### src/rtl/shift_seq_pkg.sv
// Shared constants, state encoding and helpers for the shift sequencer.
package shift_seq_pkg;

    localparam logic [1:0] SC_NONE = 2'b00;
    localparam logic [1:0] SC_SHL  = 2'b01;
    localparam logic [1:0] SC_SHR  = 2'b10;
    localparam logic [1:0] SC_ROR  = 2'b11;

    localparam int unsigned PASS_MAX_DEF = 7;
    localparam int unsigned AMT_W        = 5;

    typedef enum logic [1:0] {
        S_IDLE  = 2'd0,
        S_ISSUE = 2'd1,
        S_WAIT  = 2'd2,
        S_DONE  = 2'd3
    } state_e;

    // Amount issued on one datapath pass: the remainder clipped to the pass limit.
    function automatic logic [2:0] pass_amt(input logic [AMT_W-1:0] rem,
                                            input logic [AMT_W-1:0] pmax);
        return (rem > pmax) ? pmax[2:0] : rem[2:0];
    endfunction

endpackage

### src/rtl/rr_arb2.sv
// Two-way round-robin arbiter; the pointer flips to the non-granted side on advance.
module rr_arb2 (
    input  logic       clk_i,
    input  logic       clear_n_i,
    input  logic [1:0] req_i,
    input  logic       advance_i,
    output logic [1:0] grant_o
);

    logic ptr_q;

    always_comb begin
        grant_o = req_i;
        if (req_i == 2'b11) begin
            grant_o = ptr_q ? 2'b10 : 2'b01;
        end
    end

    always_ff @(posedge clk_i) begin
        if (!clear_n_i) begin
            ptr_q <= 1'b0;
        end else if (advance_i) begin
            ptr_q <= grant_o[0];
        end
    end

endmodule

### src/rtl/shift_sequencer.sv
// Arbitrates two shift requesters and splits each job into barrel-datapath passes.
// Build option SHIFT_SEQ_BYPASS_EN: null jobs (amt==0 or sc==00) skip the datapath.
module shift_sequencer
    import shift_seq_pkg::*;
#(
    parameter int unsigned WIDTH    = 8,
    parameter int unsigned PASS_MAX = PASS_MAX_DEF,
    parameter int unsigned BR_LAT   = 1
) (
    input  logic               clk_i,
    input  logic               clear_n_i,
    input  logic [1:0]         req_valid_i,
    output logic [1:0]         req_ready_o,
    input  logic [2*WIDTH-1:0] req_data_i,
    input  logic [3:0]         req_sc_i,
    input  logic [9:0]         req_amt_i,
    output logic               br_load_o,
    output logic [WIDTH-1:0]   br_data_o,
    output logic [1:0]         br_sc_o,
    output logic [2:0]         br_amt_o,
    input  logic [WIDTH-1:0]   br_r_i,
    output logic               rsp_valid_o,
    input  logic               rsp_ready_i,
    output logic               rsp_id_o,
    output logic [WIDTH-1:0]   rsp_data_o
);

    localparam int unsigned      WCW       = (BR_LAT > 1) ? $clog2(BR_LAT) : 1;
    localparam logic [AMT_W-1:0] PMAX      = AMT_W'(PASS_MAX);
    localparam logic [WCW-1:0]   WAIT_LAST = WCW'(BR_LAT - 1);

    state_e           state_q;
    logic [1:0]       sc_q;
    logic [AMT_W-1:0] rem_q;
    logic             id_q;
    logic [WCW-1:0]   wcnt_q;

    logic             br_load_q;
    logic [WIDTH-1:0] br_data_q;
    logic [1:0]       br_sc_q;
    logic [2:0]       br_amt_q;
    logic             rsp_valid_q;
    logic             rsp_id_q;
    logic [WIDTH-1:0] rsp_data_q;

    logic [1:0]       grant;
    logic             accept;
    logic             sel;
    logic [WIDTH-1:0] sel_data;
    logic [1:0]       sel_sc;
    logic [AMT_W-1:0] sel_amt;
    logic [AMT_W-1:0] sel_rem;
    logic [2:0]       first_amt;
    logic [2:0]       next_amt;
    logic             bypass;

    rr_arb2 u_arb (
        .clk_i     (clk_i),
        .clear_n_i (clear_n_i),
        .req_i     (req_valid_i),
        .advance_i (accept),
        .grant_o   (grant)
    );

    // Ready is masked by the reset input so nothing is granted while clear_n is held low.
    assign req_ready_o = (clear_n_i && (state_q == S_IDLE)) ? grant : 2'b00;
    assign accept      = |(req_valid_i & req_ready_o);

    always_comb begin
        sel       = grant[1];
        sel_data  = sel ? req_data_i[2*WIDTH-1:WIDTH] : req_data_i[WIDTH-1:0];
        sel_sc    = sel ? req_sc_i[3:2] : req_sc_i[1:0];
        sel_amt   = sel ? req_amt_i[9:5] : req_amt_i[4:0];
        // A no-shift job still makes one pass, issued with amount 0.
        sel_rem   = (sel_sc == SC_NONE) ? '0 : sel_amt;
        first_amt = pass_amt(sel_rem, PMAX);
        next_amt  = pass_amt(rem_q, PMAX);
    end

`ifdef SHIFT_SEQ_BYPASS_EN
    assign bypass = (sel_sc == SC_NONE) || (sel_amt == '0);
`else
    assign bypass = 1'b0;
`endif

    always_ff @(posedge clk_i) begin
        if (!clear_n_i) begin
            state_q     <= S_IDLE;
            sc_q        <= '0;
            rem_q       <= '0;
            id_q        <= 1'b0;
            wcnt_q      <= '0;
            br_load_q   <= 1'b0;
            br_data_q   <= '0;
            br_sc_q     <= '0;
            br_amt_q    <= '0;
            rsp_valid_q <= 1'b0;
            rsp_id_q    <= 1'b0;
            rsp_data_q  <= '0;
        end else begin
            br_load_q <= 1'b0;
            br_data_q <= '0;
            br_sc_q   <= '0;
            br_amt_q  <= '0;
            case (state_q)
                S_IDLE: begin
                    if (accept) begin
                        sc_q <= sel_sc;
                        id_q <= sel;
                        if (bypass) begin
                            state_q     <= S_DONE;
                            rem_q       <= '0;
                            rsp_valid_q <= 1'b1;
                            rsp_id_q    <= sel;
                            rsp_data_q  <= sel_data;
                        end else begin
                            state_q   <= S_ISSUE;
                            br_load_q <= 1'b1;
                            br_data_q <= sel_data;
                            br_sc_q   <= sel_sc;
                            br_amt_q  <= first_amt;
                            rem_q     <= sel_rem - AMT_W'(first_amt);
                        end
                    end
                end
                S_ISSUE: begin
                    state_q <= S_WAIT;
                    wcnt_q  <= '0;
                end
                S_WAIT: begin
                    if (wcnt_q == WAIT_LAST) begin
                        // The datapath result becomes the next load value or the response.
                        if (rem_q != '0) begin
                            state_q   <= S_ISSUE;
                            br_load_q <= 1'b1;
                            br_data_q <= br_r_i;
                            br_sc_q   <= sc_q;
                            br_amt_q  <= next_amt;
                            rem_q     <= rem_q - AMT_W'(next_amt);
                        end else begin
                            state_q     <= S_DONE;
                            rsp_valid_q <= 1'b1;
                            rsp_id_q    <= id_q;
                            rsp_data_q  <= br_r_i;
                        end
                    end else begin
                        wcnt_q <= wcnt_q + 1'b1;
                    end
                end
                S_DONE: begin
                    if (rsp_ready_i) begin
                        state_q     <= S_IDLE;
                        rsp_valid_q <= 1'b0;
                        rsp_id_q    <= 1'b0;
                        rsp_data_q  <= '0;
                    end
                end
                default: begin
                    state_q <= S_IDLE;
                end
            endcase
        end
    end

    assign br_load_o   = br_load_q;
    assign br_data_o   = br_data_q;
    assign br_sc_o     = br_sc_q;
    assign br_amt_o    = br_amt_q;
    assign rsp_valid_o = rsp_valid_q;
    assign rsp_id_o    = rsp_id_q;
    assign rsp_data_o  = rsp_data_q;

endmodule

### config.mk
export PLATFORM = sky130hd
export DESIGN_NAME = shift_sequencer
export DESIGN_NICKNAME = d
export VERILOG_FILES = /design/src/rtl/shift_seq_pkg.sv /design/src/rtl/rr_arb2.sv /design/src/rtl/shift_sequencer.sv
export SDC_FILE = /design/constraint.sdc
export NUM_CORES = 1
export LEC_CHECK = 0
export CORE_ASPECT_RATIO = 1.1
export CORE_MARGIN = 2
export CORE_UTILIZATION = 47
export DETAILED_ROUTE_END_ITERATION = 16
export MAX_ROUTING_LAYER = met4
export PLACE_DENSITY = 0.84
export SYNTH_ARGS = -nofsm -noshare
export SYNTH_HDL_FRONTEND = slang
export SYNTH_SLANG_ARGS = --single-unit
### constraint.sdc
create_clock -name clk_i -period 6.4 [get_ports clk_i]
set_clock_uncertainty 0.15 [all_clocks]
set_input_delay 0.64 -clock clk_i [delete_from_list [all_inputs] [get_ports clk_i]]
set_output_delay 0.64 -clock clk_i [all_outputs]
set_load 0.1 [all_outputs]
==> out/metrics.csv <==
stage;metric;value;unit
cts;Post-CTS Setup Inserts;0;
timing;Worst Tran Pin Value;0.996;ns
setup_path;crit path DAT;3.44;ns
synth;#FFs+latches synth;35;
placed_design;IO buf count;68;
die;chip width;62.5;um
timing;Period Utilization, post-route;66.1;%
synth;Mean Syn Cell Area;9.12;um2
drt;routed via count;1778;
worst_hold_path;hold_sp;sc_q[1];
synth;Post-synth EDFFs;0;
cells_and_area;share of cells above drive strength 1;9.77;%
synth;sequential element share of the synthesized area;39.6;%
setup_path;CP Capture Type;output port;
worst_hold_path;hold path endpoint;br_sc_o[1];
cts;clock sinks;35;
setup_path;top fanout value on the critical path;16;
grt;first-pass GRT wire length;8080;um
drt;# DRC;0;
setup_path;CP required;5.61;ns
cts;Bufs on Longest Clock Path;2;
synth;Post-synth top cells;dfxtp_1 (35), a21oi_1 (13), nor2_1 (13), nand2_1 (12), o21ai_0 (12);
drt;DRT antenna net count;0;
cells_and_area;fill cell count;310;
placed_design;Placer Congestion;0.964;
die;Die Span Y;68.4;um
timing;Max Clk Rate;0.236;GHz
grt;grt ovf;0;
setup_path;Setup CP Type;input port to output port;
cells_and_area;fin area;2550;um2
synth;Synth Cell Area;1770;um2
cts;H-tree levels;2;
placed_design;dpl hpwl;3680;um
setup_path;Crit path largest cell delay;1.19;ns
cts;hold_buf cts;0;
timing;Final Hold Vio Count;0;
synth;syn_nets;239;
drt;drt wl/cell;16.0;um
grt;vias in the first global route;1689;
drt;drt pass-1 iters;4;
die;Top Ports;69;
placed_design;dpl cell area;2460;um2
synth;YS warnings;0;
setup_path;reg-to-reg startpoint;u_arb.ptr_q;
cts;total CTS buffers;5;
cts;later-pin clock latency in the skew report;0.28;ns
job;maxcap violations;0;
setup_path;RR Endpoint;rem_q[4];
pwr;Final Power;629;uW
timing;final critical-path required period;4.23;ns
cts;root buf cell;clkbuf_8;
setup_path;CP startpoint kind;input port;
timing;Setup TNS;0;ns
cells_and_area;Ant. Diodes;0;
setup_path;Slowest-stage cell, CP;clkdlybuf4s50_1;
cts;clock-pin slew on the worst setup and hold paths;0.06;ns
synth;Netlist cell types;46;
run_status;status;completed;
timing;RSZ-0062 raised after global routing;no;
synth;leading area contributor after synthesis;dfxtp_1;
grt;antenna violations before repair;0;
cts;Resized cells post-CTS;0;
die;Die Footprint;4270;um2
pwr;leakage power figure;0.000967;uW
synth;Primary FF master, synth;dfxtp_1;
drt;vias per inst;5.81;
synth;count leader, synth;dfxtp_1;
worst_hold_path;worst hold path type;flip-flop to flip-flop;
synth;Synth area leaders;dfxtp_1 (40%), mux2_2 (5.7%), a22o_1 (4.0%), a21oi_1 (3.7%), o21ai_0 (3.4%);
die;Core ar.;3630;um2
setup_path;r2r worst-path depth;7;
pwr;worst vdd ir;0.000105;V
cells_and_area;Syn-to-layout area delta;43.9;%
drt;DRT Wirelength;4900;um
die;initial core utilization;48.8;%
cts;TritonCTS clock tree;done;
setup_path;Critical Path, Cell by Cell;clkdlybuf4s50_1 -> nand2b_1 -> nor3_1 -> clkdlybuf4s50_1;
die;row count;23;
drt;Initial DRC Count;172;
setup_path;most used cell along the critical path;clkdlybuf4s50_1;
synth;fraction of registers with async set/reset;0;%
grt;Total GRT Usage;25.1;%
worst_hold_path;Hold Crit Depth;2;
cells_and_area;nets@finish;301;
pwr;PwrDens;247;nW/um2
setup_path;reg-to-reg slack, setup;4.12;ns
synth;Synth top area share;39.6;%
timing;Setup Viol. Count Final;0;
timing;Max Slew Vio Count;0;
synth;Mapped Cells;194;
grt;maximum number of pins on one net before global-route repair;26;
timing;max_slew headroom;33.4;%
==> how the worst max path moves through the flow <==
stage	start	to	slack, ns
after floorplan	req_valid_i[1]	req_ready_o[1]	2.26
after global placement	clear_n_i	req_ready_o[1]	2.22
after detailed placement	clear_n_i	req_ready_o[1]	2.16
after CTS	clear_n_i	req_ready_o[1]	2.16
after global routing	clear_n_i	req_ready_o[1]	1.93
final	clear_n_i	req_ready_o[1]	2.17
==> layout by cell type, fill, tap and decap left out, types with 2 or more instances in the layout <==
cell type / n
a41oi_1: 2
clkbuf_8: 6
o311ai_0: 2
a22o_1: 8
mux2i_1: 5
a22oi_1: 8
o31ai_1: 2
a21o_1: 3
nand2b_1: 7
mux2_2: 9
or2_2: 2
o211a_1: 4
nor2b_1: 2
nand4_1: 3
clkdlybuf4s50_1: 68
o21ai_0: 12
a31oi_1: 4
a21oi_1: 13
nor2_1: 13
ha_1: 2
nand2_1: 12
xnor2_1: 2
nand3_1: 2
o211ai_1: 3
o22ai_1: 2
dfxtp_1: 35
and2_1: 4
==> kinds of logic (layout without fill, tap and decap cells) <==
logic type / Yosys count / count (layout) / share of synthesized area, %
buffers and inverters: 15 / 77 / 3.68
AOI/OAI and AO/OA: 75 / 75 / 30.3
xor gates and xnor gates: 3 / 3 / 1.49
adders and majority gates: 2 / 2 / 1.41
and+or+nand+nor: 50 / 50 / 14.9
muxes: 14 / 14 / 8.56
DFF: 35 / 35 / 39.6
==> worst max-delay path, delay by kind of cell <==
| kind | cells | cell delay, ns |
|---|---|---|
| buffers and inverters | 2 | 1.96 |
| and+or+nand+nor | 2 | 0.83 |
==> through the flow <==
step | setup WS, ns | cells | utilization [%] | hold slack (ns)
2_1_floorplan | 2.26 | 194 | - | 0.286
3_3_place_gp | 2.22 | 299 | 67.8 | 0.288
3_5_place_dp | 2.16 | 299 | 67.8 | 0.301
4_1_cts | 2.16 | 306 | 70.2 | 0.311
5_1_grt | 1.93 | 306 | 70.2 | 0.334
6_report | 2.17 | 306 | 70.2 | 0.309
==> sequential cells by signal (all words and copies together), names as in the netlist, 2 cells and up <==
| name | cells |
|---|---|
| sc_q | 2 |
| br_data_o | 8 |
| rsp_data_o | 8 |
| br_amt_o | 3 |
| state_q | 2 |
| br_sc_o | 2 |
| rem_q | 5 |
==> report_power, final <==
part           switching, uW  internal, uW
combinational            135          85.1
clock                   75.9          84.4
sequential              14.4           235
==> layout make-up <==
| type | count | area, um2 | area share [%] |
|---|---|---|---|
| multi-input combinational | 144 | 1000 | 39.4 |
| sequential | 35 | 701 | 27.5 |
| timing repair buffer | 69 | 688 | 27.0 |
| clock buffer | 6 | 82.6 | 3.24 |
| tap | 50 | 62.6 | 2.46 |
| clock inverter | 1 | 5.00 | 0.197 |
| inverter | 1 | 3.75 | 0.147 |
==> metal layers <==
layer,GRT usage (%),part of all wire [%],vias to the layer above
met5,-,0,-
met1,28.0,40,834
li1,-,-,851
met4,8.89,1.6,0
met2,45.3,51,85
met3,5.43,7.5,8
No activity file was read; power rests on OpenSTA's default activity.
